`src/rtl/fp_div_seq.sv`:
```
// fp_div_seq -- multi-cycle IEEE754 single-precision divider (a / b).
//
// One operation in flight. Operands are captured in IDLE, classified in CHECK,
// special cases resolve straight to DONE, normal operands run an iterative
// restoring mantissa divide (DIV), then round/normalise/pack (NORM).
//
// Configuration macro: FP_DIV_RNE_EN
//   defined   -> round-to-nearest-even in NORM
//   undefined -> truncate (guard/round/sticky discarded); latency identical
//
// Parameters:
//   BITS_PER_CYC  quotient bits per DIV cycle (1 or 2)
//   NAN_NUM       pattern driven on every NaN result
//
// Ports:
//   clk, rst_n       clock (rising edge), asynchronous active-low reset
//   in_valid/ready   operand handshake; a = dividend, b = divisor
//   out_valid/ready  result handshake; out = quotient
//   special          result came from the special-case path (with out_valid)
//   busy             high in every state except IDLE
//   dbg_state_o      current FSM state encoding for observation
//
// Handshake: a transfer happens on a rising edge where valid && ready are both
// high; a producer holding valid keeps its payload stable until that edge, and
// ready never depends combinationally on valid.
module fp_div_seq #(
    parameter int          BITS_PER_CYC = 1,
    parameter logic [31:0] NAN_NUM      = 32'hFF800001
) (
    input  logic        clk,
    input  logic        rst_n,
    input  logic        in_valid,
    output logic        in_ready,
    input  logic [31:0] a,
    input  logic [31:0] b,
    output logic        out_valid,
    input  logic        out_ready,
    output logic [31:0] out,
    output logic        special,
    output logic        busy,
    output logic [2:0]  dbg_state_o
);

    localparam int QBITS = 26;                  // 24 mantissa + guard + round
    localparam int NCYC  = QBITS / BITS_PER_CYC;
    localparam int CW    = 5;

    typedef enum logic [2:0] {
        S_IDLE  = 3'd0,
        S_CHECK = 3'd1,
        S_DIV   = 3'd2,
        S_NORM  = 3'd3,
        S_DONE  = 3'd4
    } state_e;

    typedef enum logic [1:0] {
        C_ZERO = 2'd0,
        C_NORM = 2'd1,
        C_INF  = 2'd2,
        C_NAN  = 2'd3
    } cls_e;

    // Exponent 0 (zero and denormals) is treated as zero.
    function automatic cls_e classify(input logic [31:0] x);
        if (x[30:23] == 8'h00)      return C_ZERO;
        else if (x[30:23] != 8'hFF) return C_NORM;
        else if (x[22:0] == 23'h0)  return C_INF;
        else                        return C_NAN;
    endfunction

    state_e             state_q, state_d;
    logic [31:0]        a_q, a_d;
    logic [31:0]        b_q, b_d;
    logic               sign_q, sign_d;
    logic signed [9:0]  exp_q, exp_d;
    logic [23:0]        mb_q, mb_d;
    logic [25:0]        rem_q, rem_d;
    logic [25:0]        quo_q, quo_d;
    logic [CW-1:0]      cnt_q, cnt_d;
    logic [31:0]        out_q, out_d;
    logic               special_q, special_d;

    // Combinational helpers
    cls_e               cls_a, cls_b;
    logic signed [9:0]  ea_s, eb_s, exp_n;
    logic [25:0]        rem_w, quo_w;
    logic [26:0]        diff;
    logic [23:0]        mant;
    logic [24:0]        mant_r;
    logic [23:0]        mant_f;
    logic               inc;

    always_ff @(posedge clk or negedge rst_n) begin
        if (!rst_n) begin
            state_q   <= S_IDLE;
            a_q       <= '0;
            b_q       <= '0;
            sign_q    <= 1'b0;
            exp_q     <= '0;
            mb_q      <= '0;
            rem_q     <= '0;
            quo_q     <= '0;
            cnt_q     <= '0;
            out_q     <= '0;
            special_q <= 1'b0;
        end else begin
            state_q   <= state_d;
            a_q       <= a_d;
            b_q       <= b_d;
            sign_q    <= sign_d;
            exp_q     <= exp_d;
            mb_q      <= mb_d;
            rem_q     <= rem_d;
            quo_q     <= quo_d;
            cnt_q     <= cnt_d;
            out_q     <= out_d;
            special_q <= special_d;
        end
    end

    // Restoring divide steps for one DIV cycle.
    always_comb begin
        rem_w = rem_q;
        quo_w = quo_q;
        diff  = '0;
        for (int i = 0; i < BITS_PER_CYC; i++) begin
            diff = {1'b0, rem_w} - {3'b000, mb_q};
            if (!diff[26]) begin
                rem_w = diff[25:0];
                quo_w = {quo_w[24:0], 1'b1};
            end else begin
                quo_w = {quo_w[24:0], 1'b0};
            end
            rem_w = {rem_w[24:0], 1'b0};
        end
    end

    // Rounding and renormalisation of the finished quotient.
    always_comb begin
        mant = quo_q[25:2];
`ifdef FP_DIV_RNE_EN
        // quo_q[1] = guard, quo_q[0] = round, non-zero remainder = sticky
        inc  = quo_q[1] & (quo_q[0] | (|rem_q) | mant[0]);
`else
        inc  = 1'b0;
`endif
        mant_r = {1'b0, mant} + {24'h0, inc};
        if (mant_r[24]) begin
            mant_f = mant_r[24:1];
            exp_n  = exp_q + 10'sd1;
        end else begin
            mant_f = mant_r[23:0];
            exp_n  = exp_q;
        end
    end

    always_comb begin
        state_d   = state_q;
        a_d       = a_q;
        b_d       = b_q;
        sign_d    = sign_q;
        exp_d     = exp_q;
        mb_d      = mb_q;
        rem_d     = rem_q;
        quo_d     = quo_q;
        cnt_d     = cnt_q;
        out_d     = out_q;
        special_d = special_q;
        cls_a     = classify(a_q);
        cls_b     = classify(b_q);
        ea_s      = $signed({2'b00, a_q[30:23]});
        eb_s      = $signed({2'b00, b_q[30:23]});

        case (state_q)
            S_IDLE: begin
                if (in_valid) begin
                    a_d     = a;
                    b_d     = b;
                    state_d = S_CHECK;
                end
            end
            S_CHECK: begin
                state_d   = S_DONE;
                special_d = 1'b1;
                if (cls_a == C_NAN || cls_b == C_NAN) begin
                    out_d = NAN_NUM;
                end else if ((cls_a == C_ZERO || cls_a == C_NORM) && cls_b == C_INF) begin
                    out_d = 32'h0;
                end else if ((cls_a == C_INF && (cls_b == C_ZERO || cls_b == C_NORM)) ||
                             (cls_a == C_NORM && cls_b == C_ZERO)) begin
                    out_d = {a_q[31], 8'hFF, 23'h0};
                end else if (cls_a == C_NORM && cls_b == C_NORM) begin
                    special_d = 1'b0;
                    state_d   = S_DIV;
                    sign_d    = a_q[31] ^ b_q[31];
                    mb_d      = {1'b1, b_q[22:0]};
                    quo_d     = '0;
                    cnt_d     = CW'(NCYC - 1);
                    // Pre-shift so the first quotient bit is always 1.
                    if (a_q[22:0] < b_q[22:0]) begin
                        rem_d = {1'b0, 1'b1, a_q[22:0], 1'b0};
                        exp_d = ea_s - eb_s + 10'sd126;
                    end else begin
                        rem_d = {2'b00, 1'b1, a_q[22:0]};
                        exp_d = ea_s - eb_s + 10'sd127;
                    end
                end else begin
                    out_d = NAN_NUM;
                end
            end
            S_DIV: begin
                rem_d = rem_w;
                quo_d = quo_w;
                if (cnt_q == '0) begin
                    state_d = S_NORM;
                end else begin
                    cnt_d = cnt_q - 1'b1;
                end
            end
            S_NORM: begin
                special_d = 1'b0;
                state_d   = S_DONE;
                if (exp_n >= 10'sd255) begin
                    out_d = {sign_q, 8'hFF, 23'h0};
                end else if (exp_n <= 10'sd0) begin
                    out_d = {sign_q, 31'h0};
                end else begin
                    out_d = {sign_q, exp_n[7:0], mant_f[22:0]};
                end
            end
            S_DONE: begin
                if (out_ready) begin
                    state_d = S_IDLE;
                end
            end
            default: begin
                state_d = S_IDLE;
            end
        endcase
    end

    assign in_ready    = (state_q == S_IDLE);
    assign out_valid   = (state_q == S_DONE);
    assign busy        = (state_q != S_IDLE);
    assign out         = out_q;
    assign special     = special_q;
    assign dbg_state_o = state_q;

endmodule
```
`config.mk`:
```
export PLATFORM = sky130hd
export DESIGN_NAME = fp_div_seq
export DESIGN_NICKNAME = d
export VERILOG_FILES = /design/src/rtl/fp_div_seq.sv
export SDC_FILE = /design/constraint.sdc
export NUM_CORES = 1
export LEC_CHECK = 0
export BUFFER_PORTS_ARGS = -buffer_cell sky130_fd_sc_hd__buf_2
export CAP_MARGIN = 20
export CORE_ASPECT_RATIO = 0.8
export CORE_MARGIN = 1
export CORE_UTILIZATION = 30
export CTS_BUF_LIST = sky130_fd_sc_hd__clkbuf_8
export DETAILED_ROUTE_END_ITERATION = 12
export PLACE_DENSITY = 0.57
export SETUP_SLACK_MARGIN = 0.2
export SLEW_MARGIN = 20
export SYNTH_ARGS = -nofsm -noshare
export SYNTH_HDL_FRONTEND = slang
export SYNTH_SLANG_ARGS = --single-unit
```
`constraint.sdc`:
```
create_clock -name clk -period 3.8 [get_ports clk]
set_input_delay 0.19 -clock clk [delete_from_list [all_inputs] [get_ports clk]]
set_output_delay 0.19 -clock clk [all_outputs]
set_load 0.02 [all_outputs]
```
==> flow_summary_export.csv, run 1 <==
group,metric,value,unit
timing,layout_min_cycle_time,3.19,ns
yosys,synth_cells,1060,
worst_setup_path,cp_num_buf_inv,1,
yosys,synth_cell_type_count,74,
clock_network,cts_buffers,17,
finish,antenna_cells,0,
pwr,clockPowerShare,11.3,%
worst_setup_path,crit_arrival,3.65,ns
worst_setup_path,critical_path.top_delay_family,"compound AO/OA/AOI/OAI gates",
pwr,internal_power,0.00665,W
clock_network,clk_latency,0.52,ns
pwr,comb_power_share,59.8,%
yosys,synth_ff_type,"dfrtp_1",
route,wl_per_cell,16.4,um
floorplan,std_cell_rows,60,
timing,slew_viol_final,0,
clock_network,cts_repair_resize_count,0,
yosys,synth_common_cells,"dfrtp_1 (191), nand2_1 (112), o21ai_0 (105), inv_1 (76), ha_1 (59)",
route,avgViaCountPerCell,5.05,
place,dpl.hpwl,19.5,mm
worst_setup_path,worst-r2r-setup-slack,0.61,ns
route,drtIter0Drc,481,
timing,layout_worst_path_cycle_share,83.9,%
floorplan,start_util,30.8,%
pwr,switching_share,47.7,%
route,drtPass1Iterations,5,
worst_setup_path,r2r-start,"a_q[8]",
timing,finalSetupTns,0,ns
clock_network,cts_root_buffer,"clkbuf_8",
yosys,synth.area.top_cells,"dfrtp_1 (45%), ha_1 (7.0%), mux2_2 (5.3%)",
timing,fmax,0.314,GHz
clock_network,cts_tree,"yes",
place,placed_cell_area,11600,um2
pwr,p_switching,0.00607,W
worst_setup_path,path_class,"flip-flop to flip-flop",
grt,grtUsageTotal,16.3,%
finish,stdcell_area,12700,um2
finish,area_growth,20.6,%
floorplan,die_w,211,um
finish,finalNetCount,1346,
route,wl,27.9,mm
worst_setup_path,cpMaxStageDelayCell,"buf_4",
place,place.gp.congestion,0.837,
clock_network,postCtsSetupBuffers,0,
timing,tightestPinTransition,0.871,ns
yosys,async_flop_share,100,%
clock_network,clock_sinks,191,
worst_setup_path,crit_path_end_kind,"flip-flop",
yosys,ys_warn_count,0,
timing,rsz0062_at_grt,"no",
finish,drive_gt1_share,18.1,%
job,drv_cap,0,
grt,overflow,0,
pwr,p_seq_share,28.9,%
route,ant_nets,0,
timing,setup_viol,0,
worst_setup_path,worstPathCellList,"ha_1, a21oi_1, nor2_1, a211oi_1, o21ai_0, a31oi_4, buf_4, mux2i_1, mux2_2, nand2_1",
yosys,synth_most_common_cell,"dfrtp_1",
yosys,synth.top_cell.area_share,45.5,%
grt,grt_pass1_wl,45.6,mm
worst_setup_path,max_stage_delay,0.48,ns
grt,grt_pass1_vias,8534,
clock_network,htree_levels,4,
run_status,status,"completed",
route,drc,0,
hold_path,hold_path_class,"input pin to asynchronous set/reset pin",
pwr,power.density,1000,nW/um2
clock_network,cts_buffer_depth,2,
route,vias,8554,
yosys,synth-seq-cells,191,
yosys,syn_area,10500,um2
yosys,synth_edf_count,0,
grt,antenna_found_initial,0,
pwr,p_leak,5.76,nW
yosys,syn_nets,1189,
place,port-buffer-count,106,
grt,grt_max_degree,100,
worst_setup_path,critPathLaunchType,"flip-flop",
worst_setup_path,cp_max_fo,34,
timing,slew_headroom,41.9,%
pwr,ir_drop,0.000392,V
yosys,seq_area_frac_synth,45.5,%
worst_setup_path,cp.required,4.26,ns
floorplan,dieArea,35800,um2
floorplan,core-area,34100,um2
worst_setup_path,r2r-end,"exp_q[8]",
clock_network,clk_pin_slew,0.12,ns
floorplan,die_h,169,um
worst_setup_path,reg2regPathDepth,10,
yosys,yosysTopAreaCell,"dfrtp_1",
floorplan,top_level_ports,107,
timing,fin_skew,0.0197,ns
timing,final_hold_viol_count,0,
yosys,synth_area_per_cell,9.91,um2
## routing by layer
metal	share of wire, %	track usage (%)
met5	0	0
met4	0.77	3.65
met3	4.4	3.35
met2	47	26.9
met1	48	21.8
## worst max-delay path by stage
stage / startpoint / endpoint / slack [ns] / depth (start not counted)
2_1_floorplan: rem_q[0] / rem_q[1] / 1.12 / 13
3_3_place_gp: a_q[8] / rem_q[20] / 0.71 / 10
3_5_place_dp: a_q[8] / rem_q[20] / 0.68 / 10
4_1_cts: a_q[8] / rem_q[20] / 0.66 / 10
5_1_grt: a_q[8] / rem_q[6] / 0.41 / 10
6_report: a_q[8] / exp_q[8] / 0.61 / 10
## sequential cells by signal, indices dropped and copies added (netlist names)
register     flops
cnt_q            5
quo_q           25
out             32
special          1
exp_q           10
dbg_state_o      3
b_q             32
sign_q           1
a_q             32
mb_q            24
rem_q           26
## through the flow
step / total power (W) / worst slack (ns) / std cells / utilization, % / hold slack (ns)
4_1_cts: 0.0128 / 0.659 / 1695 / 37.2 / 0.343
5_1_grt: 0.0138 / 0.408 / 1695 / 37.2 / 0.398
3_3_place_gp: 0.0111 / 0.712 / 1596 / 34.0 / 0.327
6_report: 0.0127 / 0.614 / 1695 / 37.2 / 0.313
2_1_floorplan: 0.00928 / 1.12 / 1060 / - / -0.106
3_5_place_dp: 0.0112 / 0.685 / 1596 / 34.0 / 0.357
## cell type report
class | instances | area (um2)
Timing Repair Buffer | 186 | 1330
Inverter | 77 | 289
Clock inverter | 15 | 196
Tap cell | 465 | 582
Sequential cell | 191 | 4780
Fill cell | 3453 | 21400
Multi-Input combinational cell | 744 | 5260
Clock buffer | 17 | 234
## layout by cell type, fill, tap and decap left out, drive strengths merged, types with 15 or more instances in the layout
cell type	Yosys	final
nor2	48	48
a22o	55	55
clkbuf	29	18
mux2	50	50
mux2i	23	23
ha	59	59
nand2	113	113
xnor2	16	16
a21o	15	15
dfrtp	191	191
o21ai	114	114
buf	19	118
dlygate4sd3	0	67
a21oi	49	49
nand4	17	17
inv	77	85
## power by group through the flow
stage          Sequential, W  Clock (W)  Combinational, W
2_1_floorplan        0.00349          0           0.00579
3_3_place_gp         0.00371          0           0.00741
3_5_place_dp         0.00371          0           0.00752
4_1_cts              0.00367    0.00148           0.00762
5_1_grt              0.00379    0.00156           0.00848
6_report             0.00367    0.00144           0.00761
## worst reg2reg max path: stages, from the launching register on
cell	delay [ns]
dfrtp_1	0.47
ha_1	0.34
a21oi_1	0.16
nor2_1	0.07
a211oi_1	0.29
o21ai_0	0.32
a31oi_4	0.25
buf_4	0.48
mux2i_1	0.34
mux2_2	0.36
nand2_1	0.06
## timing repair
action / in CTS / in global routing
endpoints found under the hold margin: 163 / 0
setup endpoints to repair: 0 / 0
hold buffers: 67 / 0
## cells by family (layout without fill, tap and decap cells)
family	after synthesis	after routing	synth area share, %
buffers and inverters	125	295	4.75
xor gates and xnor gates	30	30	2.50
muxes	73	73	7.58
AOI/OAI and AO/OA	312	312	20.1
DFF	191	191	45.5
and+or+nand+nor	268	268	12.2
adders and majority gates	61	61	7.41
(Power assumes the default switching activity.)
==> inputs of run 2 (changes only) <==
==> constraint.sdc (replaced) <==
create_clock -name clk -period 3.15 [get_ports clk]
set_input_delay 0.1575 -clock clk [delete_from_list [all_inputs] [get_ports clk]]
set_output_delay 0.1575 -clock clk [all_outputs]
set_load 0.02 [all_outputs]
==> run 2 against run 1 <==
Cell count up 1.7%. Combinational power rose by 33%. Non-clock buffer count is 29 higher. Largest power group unchanged. Design area rose by 2.9%. Via count up 0.36%. Critical endpoint is now rem_q[21]. Routed wire length grew 2.5%.
==> flow_summary_export.csv, run 2 (same netlist as run 1, synthesis figures left out) <==
group,metric,value,unit
grt,antenna_found_initial,0,
place,dp_slack,0.140,ns
floorplan,core-area,34100,um2
route,route.met3.wl,993,um
floorplan,die_w,211,um
worst_setup_path,cpMaxStageDelayCell,"dfrtp_2",
timing,final_hold_viol_count,0,
pwr,p_leak,5.94,nW
finish,final_common_cell,"dfrtp_1",
pwr,ir_drop,0.000509,V
clock_network,cts_root_buffer,"clkbuf_8",
floorplan,die_h,169,um
worst_setup_path,path_class,"flip-flop to flip-flop",
worst_setup_path,cp.required,3.52,ns
clock_network,cts_buffers,17,
timing,fmax,0.353,GHz
finish,antenna_cells,0,
route,dr.max_layer_used,"met4",
route,wl,28.6,mm
worst_setup_path,reg2regPathDepth,10,
worst_setup_path,max_stage_delay,0.44,ns
worst_setup_path,worstPathCellList,"ha_1, a21oi_1, o21ai_0, a221oi_2, o21ai_2, a31oi_4, buf_12, mux2_2, a32oi_1, o211ai_1",
timing,worst_slack,0.314,ns
worst_setup_path,critical_path.top_delay_family,"compound AO/OA/AOI/OAI gates",
grt,grt_max_degree,102,
worst_setup_path,r2r-end,"rem_q[21]",
hold_path,hold_path_class,"input pin to asynchronous set/reset pin",
timing,finalSetupTns,0,ns
route,wl_met2,13.1,mm
worst_setup_path,worst-r2r-setup-slack,0.31,ns
place,place.gp.congestion,0.817,
grt,grt_pass1_wl,46.2,mm
floorplan,std_cell_rows,60,
pwr,power.density,1240,nW/um2
route,drtIter0Drc,544,
worst_setup_path,cp_num_buf_inv,1,
timing,setup_viol,0,
clock_network,cts_tree,"yes",
worst_setup_path,cp_max_fo,9,
worst_setup_path,worstSetupEndpoint,"rem_q[21]",
job,drv_cap,0,
route,drc,0,
clock_network,cts_buffer_depth,2,
finish,layout_common_cells,"dfrtp_1 (189), nand2_1 (112), buf_2 (105), o21ai_0 (103), inv_1 (76)",
clock_network,htree_levels,4,
place,port-buffer-count,106,
timing,layout_min_cycle_time,2.84,ns
place,placed_cells,1607,
floorplan,start_util,30.8,%
route,route.layer.met1.wl,14.1,mm
timing,layout_worst_path_cycle_share,90.0,%
finish,drive_gt1_share,21.0,%
worst_setup_path,path_depth,10,
timing,slew_viol_final,0,
grt,grt_pass1_vias,8675,
worst_setup_path,crit_arrival,3.21,ns
route,drtPass1Iterations,4,
worst_setup_path,critPathLaunchType,"flip-flop",
clock_network,clock_sinks,191,
run_status,status,"completed",
worst_setup_path,crit_start,"a_q[12]",
floorplan,top_level_ports,107,
timing,fin_skew,0.0248,ns
place,dpl.hpwl,19.8,mm
route,ant_nets,0,
grt,grtUsageTotal,16.4,%
worst_setup_path,r2r-start,"a_q[12]",
timing,rsz0062_at_grt,"yes",
place,placed_cell_area,11700,um2
finish,stdcell_area,13000,um2
timing,tightestPinTransition,0.873,ns
pwr,finalPower,0.0161,W
clock_network,clk_latency,0.51,ns
floorplan,dieArea,35800,um2
finish,stdcell_count,1724,
route,vias,8585,
worst_setup_path,crit_path_end_kind,"flip-flop",
finish,finalNetCount,1375,
clock_network,clk_pin_slew,0.12,ns
timing,slew_headroom,41.8,%
finish,area_growth,24.1,%
route,wl_per_cell,16.6,um
grt,overflow,0,
route,avgViaCountPerCell,4.98,
-- run 2: power by group --
| group | switching (W) | leakage, nW | total [W] | internal, W |
|---|---|---|---|---|
| clock network | 0.00112 | 0.212 | 0.00174 | 0.000630 |
| registers | 0.000894 | 2.40 | 0.00434 | 0.00345 |
| logic | 0.00557 | 3.33 | 0.0101 | 0.00449 |
-- run 2: worst min-delay path by stage --
stage | to | slack, ns | depth (start not counted)
finish | b_q[27] | 0.24 | 2
CTS | b_q[27] | 0.30 | 2
global route | b_q[24] | 0.33 | 2
detailed placement | b_q[27] | 0.32 | 1
floorplan | a_q[0] | -0.14 | 0
global placement | b_q[24] | 0.32 | 1
-- run 2: through the flow --
stage / utilization (%) / hold WS, ns
final: 38.3 / 0.239
after global routing: 38.3 / 0.328
after CTS: 37.6 / 0.298
after detailed placement: 34.3 / 0.322
after global placement: 34.3 / 0.320
after floorplan: - / -0.138
-- run 2: timing repair --
| item | CTS | global route |
|---|---|---|
| setup buffers | 2 | 14 |
| endpoints found under the hold margin | 165 | 0 |
| pin swaps | 1 | 9 |
| hold buffers | 67 | 0 |
| setup endpoints to repair | 12 | 22 |
| gates resized for setup | 1 | 17 |
| cloned | 0 | 2 |
-- run 2: final cells by class --
cell class,count,area [um2]
multi-input combinational,744,5320
clock inverter,15,200
clock buffer,17,234
timing repair buffer,215,1640
fill,3424,21000
inverter,77,289
sequential,191,4780
tap,465,582
-- run 2: per-layer routing --
layer  GRT usage, %  up-vias
met5              0        -
met4           4.85        0
met3           2.98       24
met2           26.2      143
met1           22.6     4221
li1               -     4197
